[src/rtl/digit_scan_multiplexer.sv]
// rtl/digit_scan_multiplexer.sv - time-multiplexed digit scanner with blanking and per-digit enables
module digit_scan_multiplexer #(
    parameter int NUM_DIGITS       = 4,
    parameter int DWELL_CYCLES     = 24000,
    parameter int BLANK_CYCLES     = 240,
    parameter bit ANODE_ACTIVE_LOW = 1'b1
) (
    input  logic                          clk,
    input  logic                          reset,
    input  logic [4*NUM_DIGITS-1:0]       digits,
    input  logic [NUM_DIGITS-1:0]         digit_en,
    output logic [NUM_DIGITS-1:0]         an,
    output logic [3:0]                    hex_out,
    output logic [$clog2(NUM_DIGITS)-1:0] digit_idx,
    output logic                          frame_start
);

    localparam int IW   = $clog2(NUM_DIGITS);
    localparam int MAXC = (DWELL_CYCLES > BLANK_CYCLES) ? DWELL_CYCLES : BLANK_CYCLES;
    localparam int CW   = $clog2(MAXC + 1);
    localparam logic [CW-1:0] DWELL_LOAD = CW'(DWELL_CYCLES);
    localparam logic [CW-1:0] BLANK_LOAD = CW'(BLANK_CYCLES);
    localparam logic [NUM_DIGITS-1:0] AN_IDLE = {NUM_DIGITS{ANODE_ACTIVE_LOW}};

    typedef enum logic {
        BLANK = 1'b0,
        SHOW  = 1'b1
    } state_t;

    state_t                  state, state_n;
    logic [CW-1:0]           cnt, cnt_n;
    logic [IW-1:0]           idx_n;
    logic [3:0]              hex_n;
    logic                    fs_n;
    logic [NUM_DIGITS-1:0]   an_n;
    logic                    first, first_n;

    logic [IW-1:0]           sel, lowest, cand;
    logic [IW+1:0]           hsel;
    logic                    found;
    logic                    take;
    int                      base, c;

    // First enabled digit at or after the search base; "first" makes the
    // post-reset search start at index 0 inclusive instead of digit_idx+1.
    always_comb begin
        base  = first ? 0 : int'(digit_idx) + 1;
        sel   = '0;
        found = 1'b0;
        cand  = '0;
        c     = 0;
        for (int k = 0; k < NUM_DIGITS; k++) begin
            c = base + k;
            if (c >= NUM_DIGITS) c = c - NUM_DIGITS;
            cand = IW'(c);
            if (!found && digit_en[cand]) begin
                found = 1'b1;
                sel   = cand;
            end
        end
        lowest = '0;
        for (int k = NUM_DIGITS - 1; k >= 0; k--) begin
            if (digit_en[k]) lowest = IW'(k);
        end
        hsel = {sel, 2'b00};
    end

    always_comb begin
        state_n = state;
        cnt_n   = cnt;
        idx_n   = digit_idx;
        hex_n   = hex_out;
        fs_n    = 1'b0;
        first_n = first;
        take    = 1'b0;
        case (state)
            BLANK: begin
                if (cnt <= CW'(1)) begin
                    if (found) take = 1'b1;
                    else       cnt_n = BLANK_LOAD;
                end else begin
                    cnt_n = cnt - CW'(1);
                end
            end
            SHOW: begin
                if (!digit_en[digit_idx]) begin
                    state_n = BLANK;
                    cnt_n   = BLANK_LOAD;
                end else if (cnt <= CW'(1)) begin
                    if (BLANK_CYCLES == 0) begin
                        take = 1'b1;
                    end else begin
                        state_n = BLANK;
                        cnt_n   = BLANK_LOAD;
                    end
                end else begin
                    cnt_n = cnt - CW'(1);
                end
            end
            default: begin
                state_n = BLANK;
                cnt_n   = BLANK_LOAD;
            end
        endcase
        if (take) begin
            state_n = SHOW;
            cnt_n   = DWELL_LOAD;
            idx_n   = sel;
            hex_n   = digits[hsel +: 4];
            fs_n    = (sel == lowest);
            first_n = 1'b0;
        end
        for (int i = 0; i < NUM_DIGITS; i++) begin
            an_n[i] = ((state_n == SHOW) && (idx_n == IW'(i))) ^ ANODE_ACTIVE_LOW;
        end
    end

    always_ff @(posedge clk) begin
        if (reset) begin
            state       <= BLANK;
            cnt         <= BLANK_LOAD;
            digit_idx   <= '0;
            hex_out     <= 4'h0;
            frame_start <= 1'b0;
            an          <= AN_IDLE;
            first       <= 1'b1;
        end else begin
            state       <= state_n;
            cnt         <= cnt_n;
            digit_idx   <= idx_n;
            hex_out     <= hex_n;
            frame_start <= fs_n;
            an          <= an_n;
            first       <= first_n;
        end
    end

endmodule

[config.mk]
export PLATFORM = sky130hd
export DESIGN_NAME = digit_scan_multiplexer
export DESIGN_NICKNAME = d
export VERILOG_FILES = /design/src/rtl/digit_scan_multiplexer.sv
export SDC_FILE = /design/constraint.sdc
export NUM_CORES = 1
export LEC_CHECK = 0
export BUFFER_PORTS_ARGS = -buffer_cell sky130_fd_sc_hd__buf_2
export CAP_MARGIN = 20
export CELL_PAD_IN_SITES_DETAIL_PLACEMENT = 0
export CELL_PAD_IN_SITES_GLOBAL_PLACEMENT = 2
export CORE_UTILIZATION = 32
export CTS_CLUSTER_DIAMETER = 50
export DETAILED_ROUTE_END_ITERATION = 6
export PLACE_DENSITY = 0.88
export SETUP_SLACK_MARGIN = 0.5
export SYNTH_ARGS = -nofsm -noshare
export SYNTH_HDL_FRONTEND = slang
export SYNTH_SLANG_ARGS = --single-unit
[constraint.sdc]
create_clock -name clk -period 3.1 [get_ports clk]
set_clock_uncertainty 0.2 [all_clocks]
set_input_delay 0.31 -clock clk [delete_from_list [all_inputs] [get_ports clk]]
set_output_delay 0.31 -clock clk [all_outputs]
set_load 0.01 [all_outputs]
**After elaboration in Yosys (flattened, before gate mapping)**

Index checks and enable logic that the tools add are counted.

- Bits of input ports: 22
- Flip-flop bits (word level): 28
- Logic and storage cells: 94

- Mux-type cells: 41
- Eq/ne operators: 6
- Shift-type cells: 1
- Add/subtract/negate cells: 9
- Order comparisons: 10
- Reduce and logical (&&, ||, !) cells: 13
- Bitwise gates (word level): 6

Operators with widths:

| kind | count |
|---|---|
| 2-to-1 mux 15 bit | 5 |
| one-hot mux 15 bit (2 select lines) | 1 |
| 2-to-1 mux 2 bit | 13 |
| 2-to-1 mux 1 bit | 16 |
| variable part select 16 x 5 -> 4 bit | 1 |
| less-or-equal comparator 15 x 1 -> 1 bit (second input constant) | 1 |
| < comparator 2 x 3 -> 1 bit (second input constant) | 5 |
| subtractor 15 x 1 -> 15 bit (second input constant) | 1 |
| >= comparator 4 x 3 -> 1 bit (second input constant) | 3 |
| binary-select mux 1 bit (select 2 bit) | 5 |
| adder 3 x 2 -> 4 bit (second input constant) | 2 |
| subtractor 2 x 1 -> 2 bit (second input constant) | 4 |
| logical AND 1 bit | 7 |
| NOT 1 bit | 6 |
| adder 3 x 1 -> 4 bit (second input constant) | 1 |
| == test 2 bit (second input constant) | 2 |
| inequality test 4 bit (second input constant) | 1 |
| OR reduction 2 bit | 2 |
| adder 2 x 1 -> 3 bit (second input constant) | 1 |
| >= comparator 3 bit (second input constant) | 1 |
| zero test 1 bit | 3 |
| 2-to-1 mux 3 bit | 1 |
| inequality test 3 bit (second input constant) | 1 |
| == test 2 x 1 -> 1 bit (second input constant) | 1 |
| other kinds (2) | 2 |

**Longest topological paths before layout**

- Depth after elaboration: 23
- Depth in mapped cells: 9

**Least setup slack after synthesis**

No wires, ideal clock.

- Path kind: flip-flop to flip-flop
- Start point: register digit_idx[0]
- End point: register hex_out[3]
- Period minus slack after synthesis: 2.520 ns
- Library setup time: 0.096 ns
- Data required time: 2.804 ns
- Cell stages (with the launch flop): 9
- Data arrival time: 2.224 ns
- Slack: 0.580 ns
- Path through: dfxtp_1 > buf_6 > buf_6 > a21oi_2 > o32ai_2 > nor4b_2 > mux2i_2 > mux2_2 > o41ai_2

- Word-level cells in the longest chain between the ends: 19
- Elaborated cells between the ends (all ways): 43
- Classes of those cells: add/sub: 8; order compare: 4; shift: 1; mux: 24; reduce/logical: 6

Ends and longest elaborated chain:

| what | line | source |
|---|---|---|
| start, declared | 14 | `output logic [$clog2(NUM_DIGITS)-1:0] digit_idx,` |
| start signal, assigned | 130 | `digit_idx <= idx_n;` |
| adder 2 x 1 -> 3 bit (*) | 47 | `base = first ? 0 : int'(digit_idx) + 1;` |
| 2-to-1 mux 3 bit (*) | 47 |  |
| parallel branches: the longest is 17 deep, another holds adder 3 x 1 -> 4 bit | - |  |
| end signal, assigned | 131 | `hex_out <= hex_n;` |
| end, declared | 13 | `output logic [3:0] hex_out,` |

Every way passes the cells marked *. The select of a mux whose other input is x is not followed.
A chain may end at the register's enable or synchronous reset.

**Final worst setup path**

Ends and elaborated chain as after synthesis.

==> impl_metrics.prom <==
# TYPE chip_impl_metric gauge
chip_impl_metric{name="relSlewSlack",unit=""} 0.590
chip_impl_metric{name="total_power",unit="mW"} 0.717
chip_impl_metric{name="finalHoldViolations",unit=""} 0
chip_impl_metric{name="postLayoutCellArea",unit="um2"} 1850
chip_impl_metric{name="setup_tns",unit="ns"} 0
chip_impl_metric{name="fill_cells",unit=""} 523
chip_impl_metric{name="syn_nets",unit=""} 212
chip_impl_metric{name="diodes",unit=""} 0
chip_impl_metric{name="design.portCount",unit=""} 33
chip_impl_info{name="timing_worst_setup_path_type",value="reg2reg"} 1
chip_impl_metric{name="cts_num_sinks",unit=""} 28
chip_impl_metric{name="yosys_register_bits",unit=""} 28
chip_impl_info{name="min_path_type",value="in2reg"} 1
chip_impl_metric{name="power.static_leakage",unit="nW"} 0.730
chip_impl_metric{name="stdcell_count",unit=""} 281
chip_impl_metric{name="cts.reportedPaths.clkPinSlew",unit="ns"} 0.10
chip_impl_metric{name="first_global_vias",unit=""} 1278
chip_impl_metric{name="synth.avg_cell_area",unit="um2"} 8.47
chip_impl_metric{name="async_flop_share",unit=""} 0
chip_impl_metric{name="wire_length_of_the_first_global_routing_pass",unit="um"} 5840
chip_impl_metric{name="detail_route.first_pass.iterations",unit=""} 4
chip_impl_metric{name="fmaxAchievable",unit="GHz"} 0.414
chip_impl_metric{name="grt.overflow.total",unit=""} 0
chip_impl_info{name="cts.root.buffer_cell",value="clkbuf_8"} 1
chip_impl_info{name="netlist.top_cell.by_area",value="dfxtp_1"} 1
chip_impl_metric{name="fin_crit_sh",unit=""} 0.780
chip_impl_metric{name="syn-instance-count",unit=""} 188
chip_impl_info{name="setup.worst_path.end_class",value="flop"} 1
chip_impl_metric{name="regArea",unit="um2"} 563
chip_impl_metric{name="grt.total_usage",unit=""} 0.141
chip_impl_metric{name="maxCapViolations",unit=""} 0
chip_impl_metric{name="detail-route-antenna-nets",unit=""} 0
chip_impl_metric{name="initial_standard_cell_utilization_of_the_core",unit=""} 0.335
chip_impl_metric{name="finish.net_count",unit=""} 239
chip_impl_metric{name="sequential_area_share_after_synthesis",unit=""} 0.352
chip_impl_metric{name="routabilityCongestion",unit=""} 0.753
chip_impl_info{name="synth-main-ff-cell",value="dfxtp_1"} 1
chip_impl_info{name="layout_commonest_cell",value="nor2_1"} 1
chip_impl_metric{name="dr.first_iter.drc_count",unit=""} 67
chip_impl_metric{name="finalCoreUtilization",unit=""} 0.388
chip_impl_metric{name="period_needed",unit="ns"} 2.42
chip_impl_metric{name="area_growth_from_synthesis_to_layout",unit="%"} 16.0
chip_impl_metric{name="multiInputGateArea",unit="um2"} 951
chip_impl_metric{name="io_buffers",unit=""} 32
chip_impl_metric{name="routed_wl",unit="um"} 3440
chip_impl_metric{name="die_w",unit="um"} 72.5
chip_impl_metric{name="clk_latency",unit="ns"} 0.28
chip_impl_metric{name="cts_made_buffers",unit=""} 3
chip_impl_metric{name="chipHeight",unit="um"} 72.5
chip_impl_metric{name="summed_instance_area_of_the_synthesized_netlist",unit="um2"} 1590
chip_impl_metric{name="cts.repair_timing.setup_buffer_count",unit=""} 0
chip_impl_metric{name="route.detailed.vias_per_inst",unit=""} 4.94
chip_impl_metric{name="design.die.area",unit="um2"} 5260
chip_impl_metric{name="vdd_drop_max",unit="uV"} 141
chip_impl_metric{name="synth_enable_flop_cells",unit=""} 0
chip_impl_metric{name="clk_path_buf_depth",unit=""} 2
chip_impl_metric{name="detailroute.via_count",unit=""} 1388
chip_impl_metric{name="required",unit="ns"} 3.09
chip_impl_metric{name="crit_fanout",unit=""} 17
chip_impl_metric{name="pwr_density_cell",unit="nW/um2"} 388
chip_impl_metric{name="ys_warn_count",unit=""} 0
chip_impl_metric{name="timing_worst_slew_pin_value",unit="ns"} 0.609
chip_impl_metric{name="num_rows",unit=""} 25
chip_impl_info{name="clock_tree_from_tritoncts",value="built"} 1
chip_impl_info{name="most-common-layout-cells",value="36 x nor2_1, 32 x buf_2, 26 x dfxtp_1"} 1
chip_impl_metric{name="drt-wirelength-per-cell",unit="um"} 12.2
chip_impl_info{name="critical_path.startpoint_type",value="flop"} 1
chip_impl_info{name="status",value="finished clean"} 1
chip_impl_metric{name="finalMaxSlewViolations",unit=""} 0
chip_impl_metric{name="antenna_found_initial",unit=""} 0
chip_impl_metric{name="placeableCoreArea",unit="um2"} 4750
chip_impl_metric{name="drive_gt1_frac",unit=""} 0.257
chip_impl_metric{name="h-tree-depth",unit=""} 1
chip_impl_info{name="grt_setup_unrepaired",value="false"} 1
chip_impl_metric{name="synth_cell_types",unit=""} 42
chip_impl_metric{name="setup_viol",unit=""} 0
chip_impl_metric{name="count_of_placed_standard_cells_including_taps",unit=""} 277
chip_impl_info{name="yosys-top-cells-area",value="dfxtp_1 35%, nor2_1 8.7%, xnor2_1 4.4%"} 1
chip_impl_metric{name="critical_path_arrival",unit="ns"} 2.40
chip_impl_metric{name="grt_max_degree",unit=""} 18
chip_impl_metric{name="synth_top_area_share",unit=""} 0.352
chip_impl_metric{name="detailed_place.area",unit="um2"} 1780
chip_impl_metric{name="place_hpwl",unit="um"} 2550
chip_impl_metric{name="detail_route.drc_violations",unit=""} 0
-- path summary, 6_finish.rpt --
path / from / slack [ns] / endpoint / depth (start not counted)
hold reg to reg: hex_out[0] / 0.29 / hex_out[0] / 1
setup / recovery: digit_idx[0] / 0.68 / hex_out[3] / 6
hold / removal: reset / 0.12 / digit_idx[1] / 2
setup reg to reg: digit_idx[0] / 0.68 / hex_out[3] / 6
-- synth_stat cells, types with 3 or more instances --
master,n
a21oi_1,5
a32o_1,3
buf_2,3
buf_6,3
clkbuf_1,7
dfxtp_1,28
inv_1,3
mux2i_1,6
nand2_1,15
nand2b_1,3
nor2_1,37
nor3_1,6
nor3b_1,3
nor4_1,6
o21a_1,3
o21ai_0,6
o21ai_1,3
o22ai_1,3
xnor2_1,8
xor2_1,6
-- state kept, by name, summed over array words and instances, names as in the netlist --
register,cells
hex_out,4
frame_start,1
first,1
state,1
digit_idx,2
cnt,15
an,4
-- routing by layer --
| layer | global-route usage | routed length (um) | up-vias |
|---|---|---|---|
| li1 | - | - | 712 |
| met1 | 0.199 | 1810 | 646 |
| met2 | 0.219 | 1460 | 26 |
| met3 | 0.0292 | 138 | 4 |
| met4 | 0.0327 | 34 | 0 |
| met5 | 0 | 0 | - |
-- cells by family after synthesis --
logic type	count (synthesis)	synth area share
and+or+nand+nor	83	0.260
xor gates and xnor gates	14	0.0770
AOI/OAI and AO/OA	35	0.166
adders and majority gates	2	0.0157
buffers and inverters	16	0.0542
muxes	10	0.0747
DFF	28	0.352
-- power by group --
part	internal (mW)	switching, mW
clock network	0.114	0.114
logic	0.0487	0.0529
registers	0.373	0.0142
-- worst max-delay path: stages, from the launching register on --
cell and delay, ns:
dfxtp_2 0.53, xnor2_1 0.20, a2111oi_2 0.09, nor4b_2 0.37, mux2i_2 0.28, mux2_2 0.36
o41ai_2 0.29
-- timing repair --
item | CTS | global route
endpoints found under the setup margin | 1 | 11
gates cloned | 0 | 0
hold buffers | 0 | 0
gates resized for setup | 1 | 3
-- per-stage QoR --
| stage | setup WS [ns] | hold WS [ns] |
|---|---|---|
| 2_1_floorplan | 0.580 | 0.241 |
| 3_3_place_gp | 0.555 | 0.259 |
| 3_5_place_dp | 0.500 | 0.261 |
| 4_1_cts | 0.592 | 0.0981 |
| 5_1_grt | 0.514 | 0.143 |
| 6_report | 0.682 | 0.121 |
-- area by class of cell --
type	count	area share
clock buffers	4	0.0298
inverters	3	0.00610
multi-input cells	144	0.515
flip-flops and latches	28	0.305
well taps	67	0.0454
repair buffers	35	0.0989
Power figures use the tool's default switching activity.
